File: src/rtl/mips_pkg.sv
// +----------------------------------------------------------------------+
// | mips_pkg : shared MIPS funct codes, MDU types and sign helpers       |
// | Revision : 1.0                                                       |
// +----------------------------------------------------------------------+
`default_nettype none

package mips_pkg;

   localparam int XLEN = 32;

   localparam logic [5:0] FUNCT_MFHI  = 6'b010000;
   localparam logic [5:0] FUNCT_MFLO  = 6'b010010;
   localparam logic [5:0] FUNCT_MULT  = 6'b011000;
   localparam logic [5:0] FUNCT_MULTU = 6'b011001;
   localparam logic [5:0] FUNCT_DIV   = 6'b011010;
   localparam logic [5:0] FUNCT_DIVU  = 6'b011011;

   typedef enum logic [1:0] {
      IDLE = 2'd0,
      RUN  = 2'd1,
      FIX  = 2'd2
   } mdu_state_t;

   typedef enum logic [1:0] {
      MUL_S = 2'd0,
      MUL_U = 2'd1,
      DIV_S = 2'd2,
      DIV_U = 2'd3
   } mdu_op_t;

   // Conditional two's-complement negate; with n = sign bit it yields |v|.
   function automatic logic [XLEN-1:0] cond_neg_w(input logic [XLEN-1:0] v, input logic n);
      return n ? -v : v;
   endfunction

   function automatic logic [2*XLEN-1:0] cond_neg_d(input logic [2*XLEN-1:0] v, input logic n);
      return n ? -v : v;
   endfunction

endpackage

`default_nettype wire

File: src/rtl/mult_div_unit_if.sv
// +----------------------------------------------------------------------+
// | mult_div_unit_if : issue / HI-LO read bundle between pipeline and MDU |
// | Revision : 1.0                                                       |
// +----------------------------------------------------------------------+
`default_nettype none

interface mult_div_unit_if #(
   parameter int WIDTH = 32
);
   logic             start;
   logic [5:0]       funct;
   logic [WIDTH-1:0] rs_val;
   logic [WIDTH-1:0] rt_val;
   logic             mf_req;
   logic             mf_sel;
   logic [WIDTH-1:0] rd_data;
   logic [WIDTH-1:0] hi;
   logic [WIDTH-1:0] lo;
   logic             busy;
   logic             done;
   logic             stall;

   modport master (
      output start, funct, rs_val, rt_val, mf_req, mf_sel,
      input  rd_data, hi, lo, busy, done, stall
   );

   modport slave (
      input  start, funct, rs_val, rt_val, mf_req, mf_sel,
      output rd_data, hi, lo, busy, done, stall
   );
endinterface

`default_nettype wire

File: src/rtl/mult_div_unit.sv
// +----------------------------------------------------------------------+
// | mult_div_unit : iterative shift-add multiply / restoring divide, HI/LO|
// | Revision : 1.0                                                       |
// +----------------------------------------------------------------------+
`default_nettype none

module mult_div_unit
   import mips_pkg::*;
#(
   parameter int WIDTH = XLEN
) (
   input  wire logic         clk,
   input  wire logic         rst,
   mult_div_unit_if.slave    bus
);

   localparam int CW = $clog2(WIDTH + 1);

   mdu_state_t         r_state, w_next;
   mdu_op_t            r_op, w_op;
   logic [CW-1:0]      r_cnt;
   logic [WIDTH-1:0]   r_opa, r_hi, r_lo;
   logic [2*WIDTH-1:0] r_acc;
   logic               r_neg_q, r_neg_r, r_div_zero, r_done;

   logic               w_legal, w_signed, w_is_div, w_rs_neg, w_rt_neg;
   logic [WIDTH-1:0]   w_rs_abs, w_rt_abs;
   logic               w_run_div, w_busy;
   logic [WIDTH:0]     w_x, w_y;
   logic [WIDTH+1:0]   w_alu;
   logic [2*WIDTH-1:0] w_prod;
   logic [WIDTH-1:0]   w_quot, w_rem;

   always_comb begin
      w_legal = 1'b1;
      w_op    = MUL_S;
      case (bus.funct)
         FUNCT_MULT:  w_op = MUL_S;
         FUNCT_MULTU: w_op = MUL_U;
         FUNCT_DIV:   w_op = DIV_S;
         FUNCT_DIVU:  w_op = DIV_U;
         default:     w_legal = 1'b0;
      endcase
   end

   assign w_signed = (w_op == MUL_S) || (w_op == DIV_S);
   assign w_is_div = (w_op == DIV_S) || (w_op == DIV_U);
   assign w_rs_neg = w_signed & bus.rs_val[WIDTH-1];
   assign w_rt_neg = w_signed & bus.rt_val[WIDTH-1];
   assign w_rs_abs = cond_neg_w(bus.rs_val, w_rs_neg);
   assign w_rt_abs = cond_neg_w(bus.rt_val, w_rt_neg);

   // One adder/subtractor: multiply adds into the upper half, divide trial-subtracts
   // the divisor from the left-shifted partial remainder.
   assign w_run_div = (r_op == DIV_S) || (r_op == DIV_U);
   assign w_x       = w_run_div ? r_acc[2*WIDTH-1:WIDTH-1] : {1'b0, r_acc[2*WIDTH-1:WIDTH]};
   assign w_y       = {1'b0, r_opa};
   assign w_alu     = w_run_div ? ({1'b0, w_x} - {1'b0, w_y}) : ({1'b0, w_x} + {1'b0, w_y});

   assign w_prod = cond_neg_d(r_acc, r_neg_q);
   assign w_quot = r_div_zero ? {WIDTH{1'b1}} : cond_neg_w(r_acc[WIDTH-1:0], r_neg_q);
   assign w_rem  = cond_neg_w(r_acc[2*WIDTH-1:WIDTH], r_neg_r);

   always_ff @(posedge clk) begin
      if (rst) r_state <= IDLE;
      else     r_state <= w_next;
   end

   always_comb begin
      w_next = r_state;
      case (r_state)
         IDLE:    if (bus.start && w_legal) w_next = RUN;
         RUN:     if (r_cnt == CW'(1)) w_next = FIX;
         FIX:     w_next = IDLE;
         default: w_next = IDLE;
      endcase
   end

   always_comb begin
      w_busy = (r_state == RUN) || (r_state == FIX);
   end

   always_ff @(posedge clk) begin
      if (rst) begin
         r_op       <= MUL_S;
         r_cnt      <= '0;
         r_opa      <= '0;
         r_acc      <= '0;
         r_neg_q    <= 1'b0;
         r_neg_r    <= 1'b0;
         r_div_zero <= 1'b0;
         r_hi       <= '0;
         r_lo       <= '0;
         r_done     <= 1'b0;
      end else begin
         r_done <= 1'b0;
         case (r_state)
            IDLE: begin
               if (bus.start && w_legal) begin
                  r_op       <= w_op;
                  r_cnt      <= CW'(WIDTH);
                  r_neg_q    <= w_rs_neg ^ w_rt_neg;
                  r_neg_r    <= w_rs_neg;
                  r_div_zero <= w_is_div && (bus.rt_val == '0);
                  r_opa      <= w_is_div ? w_rt_abs : w_rs_abs;
                  r_acc      <= {{WIDTH{1'b0}}, (w_is_div ? w_rs_abs : w_rt_abs)};
               end
            end
            RUN: begin
               r_cnt <= r_cnt - CW'(1);
               if (w_run_div) begin
                  if (w_alu[WIDTH+1]) r_acc <= {w_x[WIDTH-1:0], r_acc[WIDTH-2:0], 1'b0};
                  else                r_acc <= {w_alu[WIDTH-1:0], r_acc[WIDTH-2:0], 1'b1};
               end else begin
                  if (r_acc[0]) r_acc <= {w_alu[WIDTH:0], r_acc[WIDTH-1:1]};
                  else          r_acc <= {1'b0, r_acc[2*WIDTH-1:1]};
               end
            end
            FIX: begin
               r_done <= 1'b1;
               if (w_run_div) begin
                  r_hi <= w_rem;
                  r_lo <= w_quot;
               end else begin
                  r_hi <= w_prod[2*WIDTH-1:WIDTH];
                  r_lo <= w_prod[WIDTH-1:0];
               end
            end
            default: ;
         endcase
      end
   end

   assign bus.hi      = r_hi;
   assign bus.lo      = r_lo;
   assign bus.busy    = w_busy;
   assign bus.done    = r_done;
   assign bus.stall   = w_busy & bus.mf_req;
   assign bus.rd_data = bus.mf_sel ? r_lo : r_hi;

endmodule

`default_nettype wire

File: src/flat_wrapper.sv
// flat-port wrapper written by rule: the top's interface ports become plain ports
module mult_div_unit_flat import mips_pkg::*;
#(
   parameter int WIDTH = XLEN
)
  (clk, rst, bus_start, bus_funct, bus_rs_val, bus_rt_val, bus_mf_req, bus_mf_sel, bus_rd_data, bus_hi, bus_lo, bus_busy, bus_done, bus_stall);
  mult_div_unit_if #(.WIDTH(WIDTH)) bus_i ();
  input  wire logic clk;
  input  wire logic rst;
  input wire logic [$bits(bus_i.start)-1:0] bus_start;
  input wire logic [$bits(bus_i.funct)-1:0] bus_funct;
  input wire logic [$bits(bus_i.rs_val)-1:0] bus_rs_val;
  input wire logic [$bits(bus_i.rt_val)-1:0] bus_rt_val;
  input wire logic [$bits(bus_i.mf_req)-1:0] bus_mf_req;
  input wire logic [$bits(bus_i.mf_sel)-1:0] bus_mf_sel;
  output wire logic [$bits(bus_i.rd_data)-1:0] bus_rd_data;
  output wire logic [$bits(bus_i.hi)-1:0] bus_hi;
  output wire logic [$bits(bus_i.lo)-1:0] bus_lo;
  output wire logic [$bits(bus_i.busy)-1:0] bus_busy;
  output wire logic [$bits(bus_i.done)-1:0] bus_done;
  output wire logic [$bits(bus_i.stall)-1:0] bus_stall;
  assign bus_i.start = bus_start;
  assign bus_i.funct = bus_funct;
  assign bus_i.rs_val = bus_rs_val;
  assign bus_i.rt_val = bus_rt_val;
  assign bus_i.mf_req = bus_mf_req;
  assign bus_i.mf_sel = bus_mf_sel;
  assign bus_rd_data = bus_i.rd_data;
  assign bus_hi = bus_i.hi;
  assign bus_lo = bus_i.lo;
  assign bus_busy = bus_i.busy;
  assign bus_done = bus_i.done;
  assign bus_stall = bus_i.stall;
  mult_div_unit #(.WIDTH(WIDTH)) u_core (.clk(clk), .rst(rst), .bus(bus_i));
endmodule
File: config.mk
export PLATFORM = sky130hd
export DESIGN_NAME = mult_div_unit_flat
export DESIGN_NICKNAME = d
export VERILOG_FILES = /design/src/rtl/mips_pkg.sv /design/src/rtl/mult_div_unit_if.sv /design/src/rtl/mult_div_unit.sv /design/src/flat_wrapper.sv
export SDC_FILE = /design/constraint.sdc
export NUM_CORES = 1
export LEC_CHECK = 0
export BUFFER_PORTS_ARGS = -buffer_cell sky130_fd_sc_hd__buf_2
export CAP_MARGIN = 20
export CELL_PAD_IN_SITES_DETAIL_PLACEMENT = 0
export CELL_PAD_IN_SITES_GLOBAL_PLACEMENT = 1
export CORE_MARGIN = 2
export CORE_UTILIZATION = 48
export DETAILED_ROUTE_END_ITERATION = 7
export PLACE_DENSITY_LB_ADDON = 0.1
export SETUP_SLACK_MARGIN = 0.4
export SYNTH_ARGS = -nofsm -noshare
export SYNTH_HDL_FRONTEND = slang
export SYNTH_SLANG_ARGS = --single-unit
export TNS_END_PERCENT = 10
File: constraint.sdc
create_clock -name clk -period 8.9 [get_ports clk]
set_input_delay 0.445 -clock clk [delete_from_list [all_inputs] [get_ports clk]]
set_output_delay 0.445 -clock clk [all_outputs]
set_load 0.01 [all_outputs]
---- Yosys cells after proc, flatten, opt, wreduce, memory -nomap -nowiden ----
Index checks and enable logic that the tools add are counted.
word-level totals
  register bits after elaboration ......... 174
  bits of input ports ..................... 75
  output and inout bits ................... 99
  word-level logic and storage cells ...... 76
operators by class
  add/sub/neg operators ................... 8
  equal/unequal tests ..................... 13
  muxes and demuxes ....................... 26
  bitwise logic cells ..................... 4
  reductions and logical operators ........ 14
operators with widths
  operator                                             count
  two-way mux 32 bit                                   10
  two-way mux 64 bit                                   5
  negator 32 bit                                       4
  case mux 64 bit (2 select lines)                     1
  negator 64 bit                                       1
  adder 33 x 32 -> 34 bit                              1
  two-way mux 34 bit                                   1
  subtractor 33 x 32 -> 34 bit                         1
  two-way mux 33 bit                                   1
  logical NOT 32 bit                                   1
  equality test 6 x 5 -> 1 bit, second input constant  4
  case mux 6 bit (2 select lines)                      1
  equality test 2 bit, second input constant           5
  equality test 6 x 1 -> 1 bit, second input constant  1
  two-way mux 6 bit                                    1
  case mux 2 bit (3 select lines)                      1
  AND reduction 2 bit                                  3
  subtractor 6 x 1 -> 6 bit, second input constant     1
  logical NOT 2 bit                                    2
  logical OR 1 bit                                     4
  two-way mux 2 bit                                    2
  != test 2 x 1 -> 1 bit, second input constant        2
  case mux 2 bit (2 select lines)                      1
  OR reduction 4 bit                                   1
  other kinds (6)                                      10

---- Depth between registers and ports, before layout ----
  word-level depth ........................ 9
  mapped depth ............................ 20
  mapped depth without buffers ............ 18

---- Worst setup path before layout ----
OpenSTA, ideal clock, no wires.
  kind .................................... register -> register
  start ................................... reg u_core.r_op[1]
  end ..................................... reg u_core.r_acc[52]
  setup time .............................. 117 ps
  arrival time ............................ 4473 ps
  data required time ...................... 8783 ps
  setup slack ............................. 4309 ps
  cell stages (with the launch flop) ...... 17
  path buffers ............................ 5
  clock period less this slack ............ 4591 ps
  cell sequence ........................... dfxtp_1 -> clkbuf_1 -> buf_1 -> clkbuf_1 -> clkbuf_1 -> mux2_2 -> ha_1 -> and3_1 -> a221oi_1 -> o31ai_1 -> a2111o_1 -> o21ai_2 -> o311ai_4 -> buf_12 -> mux2i_1 -> nand2_1 -> a32o_1
between the ends
  cells in the longest elaborated chain, start to end .. 8
  elaborated cells between the ends (all ways) .. 11
  classes of those cells .................. add/sub (2); eq/ne (2); mux (6); reduce/logical (1)
RTL lines
  element                                                                  RTL line                                    RTL
  from (decl)                                                              mult_div_unit.sv:20                         mdu_op_t r_op, w_op;
  from (signal assigned)                                                   mult_div_unit.sv:100                        r_op <= w_op;
  equality test 2 bit                                                      mult_div_unit.sv:55                         assign w_run_div = (r_op == DIV_S) || (r_op == DIV_U);
  logical OR 1 bit *                                                       mult_div_unit.sv:55
  two-way mux 33 bit                                                       mult_div_unit.sv:56                         assign w_x = w_run_div ? r_acc[2*WIDTH-1:WIDTH-1] : {1'b0, r_acc[2*WIDTH-1:WIDTH]};
  adder 33 x 32 -> 34 bit or subtractor 33 x 32 -> 34 bit (tied branches)  mult_div_unit.sv:58                         assign w_alu = w_run_div ? ({1'b0, w_x} - {1'b0, w_y}) : ({1'b0, w_x} + {1'b0, w_y});
  two-way mux 34 bit                                                       mult_div_unit.sv:58
  two-way mux 64 bit, on equally long branches                             mult_div_unit.sv:115, mult_div_unit.sv:112
  two-way mux 64 bit *                                                     mult_div_unit.sv:111                        if (w_run_div) begin
  case mux 64 bit (2 select lines) *                                       mult_div_unit.sv:97                         case (r_state)
  to (signal assigned)                                                     mult_div_unit.sv:112                        if (w_alu[WIDTH+1]) r_acc <= {w_x[WIDTH-1:0], r_acc[WIDTH-2:0], 1'b0};
  to (signal assigned)                                                     mult_div_unit.sv:115                        if (r_acc[0]) r_acc <= {w_alu[WIDTH:0], r_acc[WIDTH-1:1]};
  to (signal assigned)                                                     mult_div_unit.sv:116                        else r_acc <= {1'b0, r_acc[2*WIDTH-1:1]};
  to (decl)                                                                mult_div_unit.sv:23                         logic [2*WIDTH-1:0] r_acc;
Mark *: on every way between the ends. The rest lies on a longest branch, timed or not.
A chain may end at the register's enable or synchronous reset.

---- Worst setup path in the final report ----
  start ................................... reg u_core.r_opa[2]
  end ..................................... reg u_core.r_acc[44]
between the ends
  cells in the longest elaborated chain, start to end .. 5
  elaborated cells between the ends (all ways) .. 7
  classes of those cells .................. add/sub (2); mux (5)
RTL lines
  element                                                                  RTL line                                    RTL
  from (decl)                                                              mult_div_unit.sv:22                         logic [WIDTH-1:0] r_opa, r_hi, r_lo;
  from (signal assigned)                                                   mult_div_unit.sv:105                        r_opa <= w_is_div ? w_rt_abs : w_rs_abs;
  adder 33 x 32 -> 34 bit or subtractor 33 x 32 -> 34 bit (tied branches)  mult_div_unit.sv:58
  two-way mux 34 bit *                                                     mult_div_unit.sv:58
  two-way mux 64 bit, on equally long branches                             mult_div_unit.sv:115, mult_div_unit.sv:112
  two-way mux 64 bit *                                                     mult_div_unit.sv:111
  case mux 64 bit (2 select lines) *                                       mult_div_unit.sv:97
Marks and branches as above.

==> flow_metrics.env <==
export IMPL_status="complete, no violations"
export IMPL_drt_pass1_iterations=5
export IMPL_finalNetCount=2083
export IMPL_final_core_util_pct=53.92
export IMPL_cts_max_path_buffers=2
export IMPL_syn_nets=2023
export IMPL_fp_dieH_um=177.7
export IMPL_yosysMostFrequentCell="nor2_1"
export IMPL_syn_to_final_growth_pct=10.41
export IMPL_post_cts_buffers=0
export IMPL_fmax_ghz=0.1942
export IMPL_min_path_cells=3
export IMPL_wire_per_inst_um=20.53
export IMPL_avgViaCountPerCell=6.030
export IMPL_cts_num_sinks=173
export IMPL_p_per_area_mw_per_mm2=170.0
export IMPL_setup_ws_ps=3750
export IMPL_yosysSeqAreaShare_pct=23.93
export IMPL_synthArstFlopShare_pct=0
export IMPL_start_kind="register"
export IMPL_synth_top_area_share_pct=23.93
export IMPL_worstHoldStart="bus_rs_val[0]"
export IMPL_die_area_mm2=0.03156
export IMPL_design_core_area_mm2=0.02964
export IMPL_setup_tns_ps=0
export IMPL_synth_edf_count=0
export IMPL_critPathRequiredTime_ps=9230
export IMPL_ff2ff_path_depth=18
export IMPL_cts_htree_levels=4
export IMPL_relSlewSlack_pct=31.61
export IMPL_drcViolationCount=0
export IMPL_cts_tree="done"
export IMPL_crit_type="register to register"
export IMPL_instances_no_fill=2368
export IMPL_r2r_end="u_core.r_acc[44]$_SDFFE_PP0P_"
export IMPL_cts_buffers=17
export IMPL_finalCritPeriodShare_pct=57.86
export IMPL_synth_cell_types=79
export IMPL_skew_ps=16.07
export IMPL_antenna_found_initial=1
export IMPL_cp_startpoint="u_core.r_opa[2]$_SDFFE_PP0P_"
export IMPL_syn_inst=1905
export IMPL_drt_iter0_markers=1294
export IMPL_ios=174
export IMPL_min_path_type="primary input to register"
export IMPL_slew_viol_final=0
export IMPL_dpl_cell_count=2335
export IMPL_pre_cts_slack_ps=3864
export IMPL_dp_hpwl_um=37180
export IMPL_ys_warn_count=0
export IMPL_crit_fanout=34
export IMPL_avgSynthCellArea_um2=7.598
export IMPL_vdd_drop_max_mv=0.1469
export IMPL_totalWireLength_um=48620
export IMPL_netlist_top_cells_area="dfxtp_1, nor2_1, mux2_2"
export IMPL_drive_above_1_share_pct=17.34
export IMPL_rr_startpoint="u_core.r_opa[2]$_SDFFE_PP0P_"
export IMPL_synth_top_flop_cell="dfxtp_1"
export IMPL_die_x_um=177.7
export IMPL_port_buffers=173
export IMPL_clk_pin_slew_ps=70
export IMPL_rsz0062_at_grt="false"
export IMPL_gr_total_overflow=0
export IMPL_ys_ff_latch=173
export IMPL_gp_congestion=0.9593
export IMPL_grt_max_degree=86
export IMPL_total_leakage_power_uw=0.006383
export IMPL_cts_hold_buf=0
export IMPL_post_synth_top_area_cell="dfxtp_1"
export IMPL_synth_area_mm2=0.01448
export IMPL_yosys_top_cells_count="nor2_1, dfxtp_1, nand2_1"
export IMPL_cts_resized=0
export IMPL_rows=63
export IMPL_grt_pass1_vias=12782
export IMPL_finalHoldViolCount=0
export IMPL_diodes=0
export IMPL_worst_slew_pin_slew_ps=1026
export IMPL_grt_usage_pct=30.45
export IMPL_endpoint_kind="register"
export IMPL_finalSetupViolations=0
export IMPL_vias=14278
export IMPL_cts_root_buf="clkbuf_16"
export IMPL_final_antenna_net_count=0
export IMPL_rrSetupSlack_ps=3750
export IMPL_drv_cap=0
export IMPL_initial_utilization_pct=48.84
export IMPL_crit_arrival_ps=5480
export IMPL_clk_latency_ps=450
export IMPL_fin_crit_ps=5150
export IMPL_grt_pass1_wl_um=74630
export IMPL_hold_end="u_core.r_opa[0]$_SDFFE_PP0P_"
==> worst max-delay path by stage <==
stage,cells past startpoint,slack [ps],end
global route,18,3380,u_core.r_acc[44]$_SDFFE_PP0P_
finish,18,3750,u_core.r_acc[44]$_SDFFE_PP0P_
CTS,18,3840,u_core.r_acc[44]$_SDFFE_PP0P_
detailed placement,18,3860,u_core.r_acc[44]$_SDFFE_PP0P_
floorplan,16,4310,u_core.r_acc[52]$_SDFFE_PP0P_
global placement,18,3930,u_core.r_acc[36]$_SDFFE_PP0P_
==> metrics by stage <==
stage | power (µW) | cell area (µm²) | hold slack (ps)
2_1_floorplan | 1632 | 14480 | 453.9
3_3_place_gp | 1942 | 15390 | 467.2
3_5_place_dp | 1950 | 15390 | 473.3
4_1_cts | 2712 | 15970 | 355.9
5_1_grt | 2863 | 15980 | 369.6
6_report | 2717 | 15980 | 369.4
==> placed cells by master, fill, tap and decap left out, drive strengths merged, types with 9 or more instances in the layout <==
cell and instances:
and3 12, buf 192, or4 20, nor2b 10
xnor2 94, nand3 22, nand4 10, a22o 9
mux2i 72, a21o 28, mux2 86, nand2b 10
clkbuf 18, o31ai 22, o211ai 24, xor2 88
o21ai 92, ha 42, nor3 60, nor4 30
o41ai 13, inv 45, nor2 269, or3 13
a211oi 111, a31oi 14, dfxtp 173, nand2 154
a21oi 139
==> flip-flops by register name, summed over array words and instances (netlist names) <==
name,flops
u_core.r_div_zero,1
u_core.bus.lo,32
u_core.r_op,1
u_core.r_opa,32
u_core.r_acc,64
u_core.r_neg_r,1
u_core.bus.hi,32
u_core.r_state,2
u_core.r_neg_q,1
u_core.r_cnt,6
u_core.bus.done,1
==> cell type report <==
class / count / area (µm²)
clock buffer: 18 / 429.2
clock inverter: 14 / 152.6
fill: 2982 / 13660
inverter: 37 / 138.9
multi-input combinational: 1544 / 10290
sequential: 173 / 3468
tap: 390 / 488.0
timing repair buffer: 192 / 1011
==> report_power, final <==
group / leakage, µW / total [µW] / switching (µW) / internal [µW]
registers: 0.00140 / 933 / 91.9 / 841
logic: 0.00469 / 1020 / 635 / 381
clock network: 0.000286 / 767 / 369 / 399
total: 0.00638 / 2720 / 1100 / 1620
==> routing by layer <==
| metal | vias to the layer above | part of all wire (%) | GRT usage, % |
|---|---|---|---|
| met4 | 0 | 2.2 | 8.572 |
| met3 | 49 | 7.2 | 4.841 |
| li1 | 7024 | - | - |
| met5 | - | 0 | 0 |
| met2 | 577 | 43 | 46.83 |
| met1 | 6628 | 47 | 43.76 |
==> critical path, cell delays in order (launching register included) <==
cell and delay [ps]:
dfxtp_1 370, or4_4 580, nor2_1 140, nand3b_1 160, nor2b_1 320, and3_1 320
a31oi_1 140, xnor2_1 170, ha_1 440, and3_1 250, a221oi_1 300, o31ai_1 160
a2111o_1 440, o21ai_2 240, o311ai_4 120, buf_4 300, mux2_2 340, a21oi_1 150
o21ai_1 70
==> cell families (layout without fill, tap and decap cells) <==
kind of cell / Yosys count / count (layout) / share of synthesized area, %
AND/OR/NAND/NOR: 638 / 638 / 20.70
AO/OA/AOI/OAI: 523 / 523 / 23.79
buffers and inverters: 188 / 261 / 5.134
XOR/XNOR: 182 / 182 / 11.01
flip-flops: 173 / 173 / 23.93
multiplexers: 158 / 158 / 11.67
adder cells (fa/ha/maj): 43 / 43 / 3.769
No activity file was read; power rests on OpenSTA's default activity.
